File: src/rtl/mem_test_seq.sv
`default_nettype none
// ============================================================================
//  Module   : mem_test_seq
//  Purpose  : Board-level SRAM self-test sequencer. Writes the pattern
//             word(i) = i ^ PAT_XOR over [base, base+length), reads it back
//             through the SRAM core stage and counts mismatches.
//  Ports    : clk        - clock, rising edge
//             rst        - asynchronous reset, active low
//             start      - begin a test (accepted only when not busy)
//             base_addr  - first address, latched on start
//             length     - word count, latched on start (0 allowed)
//             control    - command to core stage: 00 idle, 01 write, 10 read
//             addr       - current address (base + idx, wraps)
//             data_out   - write data toward the shared bus
//             data_oe    - 1 = drive the shared bus with data_out
//             data_in    - bus value during reads
//             busy       - test in progress
//             done       - test finished, held until next accepted start
//             err_count  - mismatch count, saturating at 16'hFFFF
//             fail_addr  - address of the first mismatch (0 if none)
//  Revision : 1.0 - initial release
// ============================================================================
module mem_test_seq #(
    parameter int                ADDR_W  = 16,
    parameter int                DATA_W  = 16,
    parameter int                HOLD    = 2,        // legal range 2..15
    parameter logic [DATA_W-1:0] PAT_XOR = 16'h5A5A
) (
    input  logic              clk,
    input  logic              rst,
    input  logic              start,
    input  logic [ADDR_W-1:0] base_addr,
    input  logic [ADDR_W-1:0] length,
    output logic [1:0]        control,
    output logic [ADDR_W-1:0] addr,
    output logic [DATA_W-1:0] data_out,
    output logic              data_oe,
    input  logic [DATA_W-1:0] data_in,
    output logic              busy,
    output logic              done,
    output logic [15:0]       err_count,
    output logic [ADDR_W-1:0] fail_addr
);

    localparam int              c_TMR_W     = 4;
    localparam logic [c_TMR_W-1:0] c_HOLD_LAST = c_TMR_W'(HOLD - 1);

    localparam logic [1:0] c_CTL_IDLE  = 2'b00;
    localparam logic [1:0] c_CTL_WRITE = 2'b01;
    localparam logic [1:0] c_CTL_READ  = 2'b10;

    typedef enum logic [2:0] {
        S_IDLE = 3'd0,
        S_WR   = 3'd1,
        S_WGAP = 3'd2,
        S_RD   = 3'd3,
        S_RGAP = 3'd4,
        S_DONE = 3'd5
    } state_t;

    state_t              r_state;
    state_t              w_state_nxt;
    logic [c_TMR_W-1:0]  r_timer;
    logic [ADDR_W-1:0]   r_idx;
    logic [ADDR_W-1:0]   r_base;
    logic [ADDR_W-1:0]   r_len;
    logic [DATA_W-1:0]   r_sample;
    logic [15:0]         r_err;
    logic [ADDR_W-1:0]   r_fail;

    logic [ADDR_W-1:0]   w_cur_addr;
    logic [DATA_W-1:0]   w_word;
    logic                w_last_hold;
    logic                w_last_idx;
    logic                w_mismatch;
    logic                w_idle_like;

    assign w_cur_addr  = r_base + r_idx;              // wraps mod 2^ADDR_W
    assign w_word      = DATA_W'(r_idx) ^ PAT_XOR;
    assign w_last_hold = (r_timer == c_HOLD_LAST);
    assign w_last_idx  = (r_idx == (r_len - ADDR_W'(1)));
    assign w_mismatch  = (r_sample != w_word);
    assign w_idle_like = (r_state == S_IDLE) || (r_state == S_DONE);

    assign busy      = !w_idle_like;
    assign done      = (r_state == S_DONE);
    assign err_count = r_err;
    assign fail_addr = r_fail;

    // ------------------------------------------------------------------
    // Next state and bus outputs. Outputs decode the registered state so
    // that an asynchronous reset forces them to idle values immediately.
    // Every access is followed by a gap state, so control can never step
    // directly between WRITE and READ.
    // ------------------------------------------------------------------
    always_comb begin
        w_state_nxt = r_state;
        control     = c_CTL_IDLE;
        addr        = '0;
        data_out    = '0;
        data_oe     = 1'b0;

        case (r_state)
            S_IDLE, S_DONE: begin
                if (start) begin
                    w_state_nxt = (length == '0) ? S_DONE : S_WR;
                end
            end
            S_WR: begin
                control  = c_CTL_WRITE;
                addr     = w_cur_addr;
                data_out = w_word;
                data_oe  = 1'b1;
                if (w_last_hold) begin
                    w_state_nxt = S_WGAP;
                end
            end
            S_WGAP: begin
                // Keep address and data driven one extra cycle as hold time.
                addr        = w_cur_addr;
                data_out    = w_word;
                data_oe     = 1'b1;
                w_state_nxt = w_last_idx ? S_RD : S_WR;
            end
            S_RD: begin
                control = c_CTL_READ;
                addr    = w_cur_addr;
                if (w_last_hold) begin
                    w_state_nxt = S_RGAP;
                end
            end
            S_RGAP: begin
                addr        = w_cur_addr;
                w_state_nxt = w_last_idx ? S_DONE : S_RD;
            end
            default: begin
                w_state_nxt = S_IDLE;
            end
        endcase
    end

    // ------------------------------------------------------------------
    // State register and datapath.
    // ------------------------------------------------------------------
    always_ff @(posedge clk or negedge rst) begin
        if (!rst) begin
            r_state  <= S_IDLE;
            r_timer  <= '0;
            r_idx    <= '0;
            r_base   <= '0;
            r_len    <= '0;
            r_sample <= '0;
            r_err    <= '0;
            r_fail   <= '0;
        end else begin
            r_state <= w_state_nxt;
            case (r_state)
                S_IDLE, S_DONE: begin
                    if (start) begin
                        r_base  <= base_addr;
                        r_len   <= length;
                        r_idx   <= '0;
                        r_timer <= '0;
                        r_err   <= '0;
                        r_fail  <= '0;
                    end
                end
                S_WR: begin
                    r_timer <= w_last_hold ? '0 : r_timer + c_TMR_W'(1);
                end
                S_WGAP: begin
                    r_idx <= w_last_idx ? '0 : r_idx + ADDR_W'(1);
                end
                S_RD: begin
                    r_timer <= w_last_hold ? '0 : r_timer + c_TMR_W'(1);
                    // The core stage returns data one cycle after the read
                    // strobe, so only the final hold cycle carries valid data.
                    if (w_last_hold) begin
                        r_sample <= data_in;
                    end
                end
                S_RGAP: begin
                    if (w_mismatch) begin
                        if (r_err != 16'hFFFF) begin
                            r_err <= r_err + 16'd1;
                        end
                        if (r_err == 16'd0) begin
                            r_fail <= w_cur_addr;
                        end
                    end
                    if (!w_last_idx) begin
                        r_idx <= r_idx + ADDR_W'(1);
                    end
                end
                default: ;
            endcase
        end
    end

endmodule
`default_nettype wire

File: config.mk
export PLATFORM = sky130hd
export DESIGN_NAME = mem_test_seq
export DESIGN_NICKNAME = d
export VERILOG_FILES = /design/src/rtl/mem_test_seq.sv
export SDC_FILE = /design/constraint.sdc
export NUM_CORES = 1
export LEC_CHECK = 0
export CELL_PAD_IN_SITES_DETAIL_PLACEMENT = 0
export CELL_PAD_IN_SITES_GLOBAL_PLACEMENT = 2
export CORE_UTILIZATION = 33
export DETAILED_ROUTE_END_ITERATION = 6
export PLACE_DENSITY_LB_ADDON = 0.12
export SYNTH_ARGS = -nofsm -noshare
export SYNTH_HDL_FRONTEND = slang
export SYNTH_SLANG_ARGS = --single-unit
File: constraint.sdc
create_clock -name clk -period 4.2 [get_ports clk]
set_input_delay 0.84 -clock clk [delete_from_list [all_inputs] [get_ports clk]]
set_output_delay 0.84 -clock clk [all_outputs]
set_load 0.005 [all_outputs]
==> flow_summary.yaml <==
setup_path:
  worstSetupPathType: "reg -> out"
  endpoint_kind: "output port"
  path_max_fanout: 4
  worstPathArrival_ns: 3.15
  ff2ff_setup_slack_ns: 0.71
  crit_required_ns: 3.36
  cp-start-kind: "register"
yosys:
  syn_nets: 736
  synthArstFlopShare_pct: 100
  synth_cell_types: 65
  yosysWarnings: 0
  ys_seq_elements: 103
  synth_top_area_share_pct: 40.7
  syn_inst: 665
  synth_ff_type: "dfrtp_1"
  ys_top_cells_by_area: "dfrtp_1, mux2_1, xnor2_1, xor2_1, nor2_1"
  synth_edf_count: 0
  ys_seq_area_share_pct: 40.7
  synth.avg_cell_area_um2: 9.51
  yosys.area.top_type: "dfrtp_1"
  netlist_area_um2: 6330
finish:
  layout_commonest_cell: "clkdlybuf4s50_1"
  final_area_um2: 8130
  final_cells: 1021
  drive_gt1_share_pct: 7.62
  syn2layout_area_growth_pct: 28.5
  nFillCells: 1829
  nNetsFinal: 853
  antennaDiodeCount: 0
  final_cell_mix: "clkdlybuf4s50_1, dfrtp_1, nor2_1"
power_and_ir_drop:
  peakVddDrop_mv: 0.247
  power.density_nw_per_um2: 624
  p_leak_uw: 0.00336
floorplanning:
  ios: 120
  core_um2: 18800
  die-area_um2: 19700
  rows: 50
  die_w_um: 140
  initial_utilization_pct: 33.7
  die_h_um: 140
hold_path:
  hp-class: "in -> async"
timing:
  fin_skew_ns: 0.00639
  maxSlewHeadroom_pct: 38.6
  fmaxAchievable_mhz: 251
  fin_setup_tns_ns: 0
  worst_slew_pin_slew_ns: 0.908
  slew_viol_final: 0
  rsz0062_at_grt: "false"
  post-route-min-period_ns: 3.99
  setup_viol: 0
  finalHoldViolations: 0
  period_share_pct: 94.9
clocking:
  cts-buffers-inserted: 9
  clockRootBuffer: "clkbuf_16"
  clk_pin_slew_ns: 0.08
  cts_tree: "built"
  htree_levels: 3
  clk-insertion-delay-late_ns: 0.35
  cts_buffer_depth: 2
  clock_sinks: 103
grt:
  grt_pass1_wl_um: 29000
  grt_max_degree: 38
  antenna_found_initial: 0
  grt-ovfl-total: 0
  grt_use_total_pct: 19.0
  grt_pass1_vias: 5419
route:
  wirelength_um: 17800
  drc_errors: 0
  viasPerCell: 5.21
  vias: 5324
  antenna_left: 0
  drt_iter0_drc: 183
  firstDrtPassIters: 4
  wl_per_cell_um: 17.4
status:
  status: "finished clean"
placement:
  dpl_cell_area_um2: 7790
  dp_hpwl_um: 13400
  gp_congestion: 0.823
  dp.cells: 1002
  io_buffers: 119
flow_run:
  maxCapViolCount: 0
-- per-layer routing --
metal  global-route usage [%]  share of wire (%)  up-vias
met5                        0                  0        -
met4                     7.32                2.2        0
met3                     2.36                3.9       21
met2                     32.5                 48      115
met1                     24.4                 45     2575
li1                         -                  -     2613
-- Yosys cell counts (all sizes together), types with 4 or more instances --
cell      n
a211oi    5
a21o      6
a21oi    34
a31oi     6
and3     13
and4      5
buf       7
clkbuf   29
dfrtp   103
ha       19
inv      18
mux2     48
nand2    51
nand3    19
nand4    11
nor2     75
nor2b     5
nor3     16
nor3b     4
nor4     13
nor4b     4
o211ai    4
o21ai    36
o31ai     8
or3      10
or4       6
xnor2    36
xor2     33
-- area by class of cell --
class / instances / area, µm² / share of cell area [%]
Inverter: 19 / 71.3 / 0.877
Sequential cell: 103 / 2580 / 31.7
Clock inverter: 7 / 62.6 / 0.769
Timing Repair Buffer: 142 / 1370 / 16.8
Tap cell: 234 / 293 / 3.60
Clock buffer: 9 / 225 / 2.77
Multi-Input combinational cell: 507 / 3530 / 43.5
-- state kept, by name (all words and copies together), names as in the netlist --
register / cells
err_count: 16
fail_addr: 16
r_base: 16
r_idx: 16
r_len: 16
r_sample: 16
r_state: 3
r_timer: 4
-- critical path: stages, from the launching register on --
cell and delay, ns:
dfrtp_1 0.42, ha_4 0.19, fa_2 0.34, a21o_1 0.21, a211oi_2 0.21, nor2_1 0.09, o41ai_1 0.26, buf_4 0.19
nor2b_1 0.05, o21a_1 0.16, o21ai_1 0.17, nor2_1 0.06, clkdlybuf4s50_1 0.45
-- repair_timing --
item,in CTS,in global routing
gates cloned,0,0
pin swaps,3,5
setup endpoints to repair,2,3
gates resized for setup,3,3
setup buffers,2,1
hold buffers,0,0
-- through the flow --
stage	hold WS (ns)	setup WS, ns	utilization, %	total power (µW)
6_report	0.422	0.213	43.3	5080
5_1_grt	0.443	0.0552	43.3	5470
4_1_cts	0.429	0.0284	43.2	5130
3_5_place_dp	0.474	0.339	41.5	4250
3_3_place_gp	0.465	0.297	41.5	4200
2_1_floorplan	0.462	0.756	-	3130
-- path summary, 6_finish.rpt --
check,start,to,cells after the start
max,r_idx[0]$_DFFE_PN0P_,addr[10],12
min,rst,fail_addr[1]$_DFFE_PN0P_,1
min reg2reg,fail_addr[7]$_DFFE_PN0P_,fail_addr[7]$_DFFE_PN0P_,2
min in group clk,fail_addr[7]$_DFFE_PN0P_,fail_addr[7]$_DFFE_PN0P_,2
max in group asynchronous,rst,r_idx[7]$_DFFE_PN0P_,2
max reg2reg,r_len[0]$_DFFE_PN0P_,r_idx[11]$_DFFE_PN0P_,10
-- where the power goes --
group / internal, µW / switching (µW)
sequential: 1290 / 346
clock: 417 / 421
combinational: 1330 / 1280
total: 3030 / 2040
-- cell families after synthesis --
| kind of cell | synth area share [%] |
|---|---|
| AND/OR/NAND/NOR | 20.1 |
| AO/OA/AOI/OAI | 12.5 |
| flip-flops | 40.7 |
| XOR/XNOR | 9.67 |
| buffers and inverters | 3.80 |
| multiplexers | 9.12 |
| adder cells (fa/ha/maj) | 4.07 |
(Power assumes the default switching activity.)
==> RTL edit (same flow settings) <==
Change the parameter `DATA_W` from 16 to 20.
--- a/src/rtl/mem_test_seq.sv
+++ b/src/rtl/mem_test_seq.sv
@@ -23,5 +23,5 @@
 module mem_test_seq #(
     parameter int                ADDR_W  = 16,
-    parameter int                DATA_W  = 16,
+    parameter int                DATA_W  = 20,
     parameter int                HOLD    = 2,        // legal range 2..15
     parameter logic [DATA_W-1:0] PAT_XOR = 16'h5A5A
Ports: changed (resized data_in and data_out); port bits go from 120 to 128. No check against the original RTL was run, so the function may have changed too.
==> RTL edit against the unedited design <==
Sequential cell count is 4 higher; critical path depth down 1; count of clock-buffer cells in the layout increased by 1; non-clock buffer count up 3; design area grew 4.6%; worst setup slack got worse by 0.025 ns; fmax fell by 0.63%; largest power group unchanged; synthesized area grew 4.8%; die area rose by 4.7%; total power is 1.6% higher; via count up 10%; routed wire length up 8.7%.
==> RTL edit: results (changes against the unedited design) <==
Drt
  – First-iteration detailed-routing DRC count: 185 (+1.1%)
  – DRT Pass-1 Iters: 5 (+1)
  – Via count: 5868 (+10%)
  – WL per Instance: 17.0 µm (-2.1%)

Layout
  – # nets final: 941 (+10%)
  – Reg with most FFs: r_sample

GRT
  – Maximum number of pins on one net before global-route repair: 57 (+50%)
  – Vias in the first global route: 5817 (+7.3%)
  – Total track usage: 19.8% (+0.88 points)
  – GR Util met1: 27.4% (+3.0 points)
  – First-pass GRT wire length: 31400 µm (+8.0%)

Min path
  – Worst Hold Depth: 2
  – Hold crit path type: reg -> reg

Logic synthesis
  – Most frequent cells after synthesis: 129 x nand2_1, 107 x dfrtp_1, 65 x nor2_1, 41 x nand3_1, 39 x xor2_1
  – Synth cell types: 69 (+6.2%)
  – Sequential area share after synthesis: 40.4% (-0.36 points)
  – Synth top area cells: dfrtp_1 40%, nand2_1 7.3%, xor2_1 5.2%, ha_1 4.0%, nor2_1 3.7%

Critical path
  – WP data arrival: 3.17 ns (+0.02 ns)
  – Max incr delay on CP: 0.51 ns (+0.06 ns)
  – R2R setup slack: 0.54 ns (-0.17 ns)
  – CP max FO: 3 (-1)

Clocking
  – Post-CTS setup buffer count: 0 (-2)
  – CTS Root Cell: clkbuf_16

Placed design
  – Worst slack, placed: 0.291 ns (-0.0475 ns)
  – GPL Wtd Cong: 0.829 (+0.73%)
  – IO Port Bufs: 123 (+3.4%)

Run status
  – Status: complete, no violations

Pwr
  – Max VDD drop: 0.000455 V (+84%)

Timing
  – Setup Skew: 0.0114 ns (+0.00499 ns)
  – Worst Max-Slew Pin Slew: 1.24 ns (+0.333 ns)
[RTL edit: changes by cell type after synthesis, sizes merged, moves of 9 or more]
cell / change
nand3b: +9
clkbuf: +9
nor2: -10
nand2: +78
xnor2: -12
nand3: +22
mux2i: +12
mux2: -27
a21oi: -12
[RTL edit: metrics by stage]
| stage | instances | area [µm²] | total power (W) | utilization [%] |
|---|---|---|---|---|
| after floorplan | 758 | 6640 | 0.00316 | - |
| after global placement | 1118 | 8170 | 0.00421 | 41.7 |
| after detailed placement | 1118 | 8170 | 0.00426 | 41.7 |
| after CTS | 1134 | 8490 | 0.00521 | 43.3 |
| after global routing | 1134 | 8510 | 0.00559 | 43.4 |
| final | 1134 | 8510 | 0.00515 | 43.4 |
[RTL edit: worst max-delay path by stage]
stage | startpoint | to | slack, ns | cells past startpoint
4_1_cts | r_idx[0]$_DFFE_PN0P_ | addr[14] | 0.04 | 11
3_5_place_dp | r_idx[0]$_DFFE_PN0P_ | addr[14] | 0.29 | 11
3_3_place_gp | r_idx[0]$_DFFE_PN0P_ | addr[14] | 0.33 | 11
5_1_grt | r_idx[0]$_DFFE_PN0P_ | addr[14] | -0.03 | 11
2_1_floorplan | r_len[0]$_DFFE_PN0P_ | r_idx[13]$_DFFE_PN0P_ | 0.76 | 13
6_report | r_idx[0]$_DFFE_PN0P_ | addr[14] | 0.19 | 11
[RTL edit: area by class of cell]
type | instances | area (µm²)
Clock inverter | 6 | 81.3
Inverter | 17 | 63.8
Timing Repair Buffer | 145 | 1390
Clock buffer | 10 | 229
Fill cell | 1977 | 11100
Sequential cell | 107 | 2680
Tap cell | 265 | 332
Multi-Input combinational cell | 584 | 3730
[RTL edit: tightest hold or removal path: cells and delay by family, from the launching register on]
family	cells	cell delay (ns)
compound gates	1	0.05
flops	1	0.34
simple gates	1	0.05
[RTL edit: kinds of logic (layout without fill, tap and decap cells)]
kind of cell | Yosys count | count (layout) | synth area share (%)
simple gates | 347 | 347 | 25.3
buf+inv | 67 | 178 | 4.10
mux | 35 | 35 | 5.93
flops | 107 | 107 | 40.4
fa+ha+maj | 23 | 23 | 4.42
compound gates | 112 | 112 | 11.5
other cells | 1 | 4 | 0.0566
xor+xnor | 63 | 63 | 8.32
[RTL edit: routing by layer]
metal | up-vias | share of wire, %
met5 | - | 0
met4 | 0 | 1.7
met3 | 23 | 4.1
met2 | 142 | 45
met1 | 2852 | 49
li1 | 2851 | -
[RTL edit: power breakdown]
part	internal, W	switching [W]
Clock	0.000477	0.000435
Sequential	0.00134	0.000321
Combinational	0.00126	0.00132
[RTL edit: repair_timing]
| action | 4_1_cts | 5_1_grt |
|---|---|---|
| setup endpoints to repair | 2 | 3 |
| hold buffers | 0 | 0 |
| pin swaps | 3 | 2 |
| resized for setup | 4 | 3 |
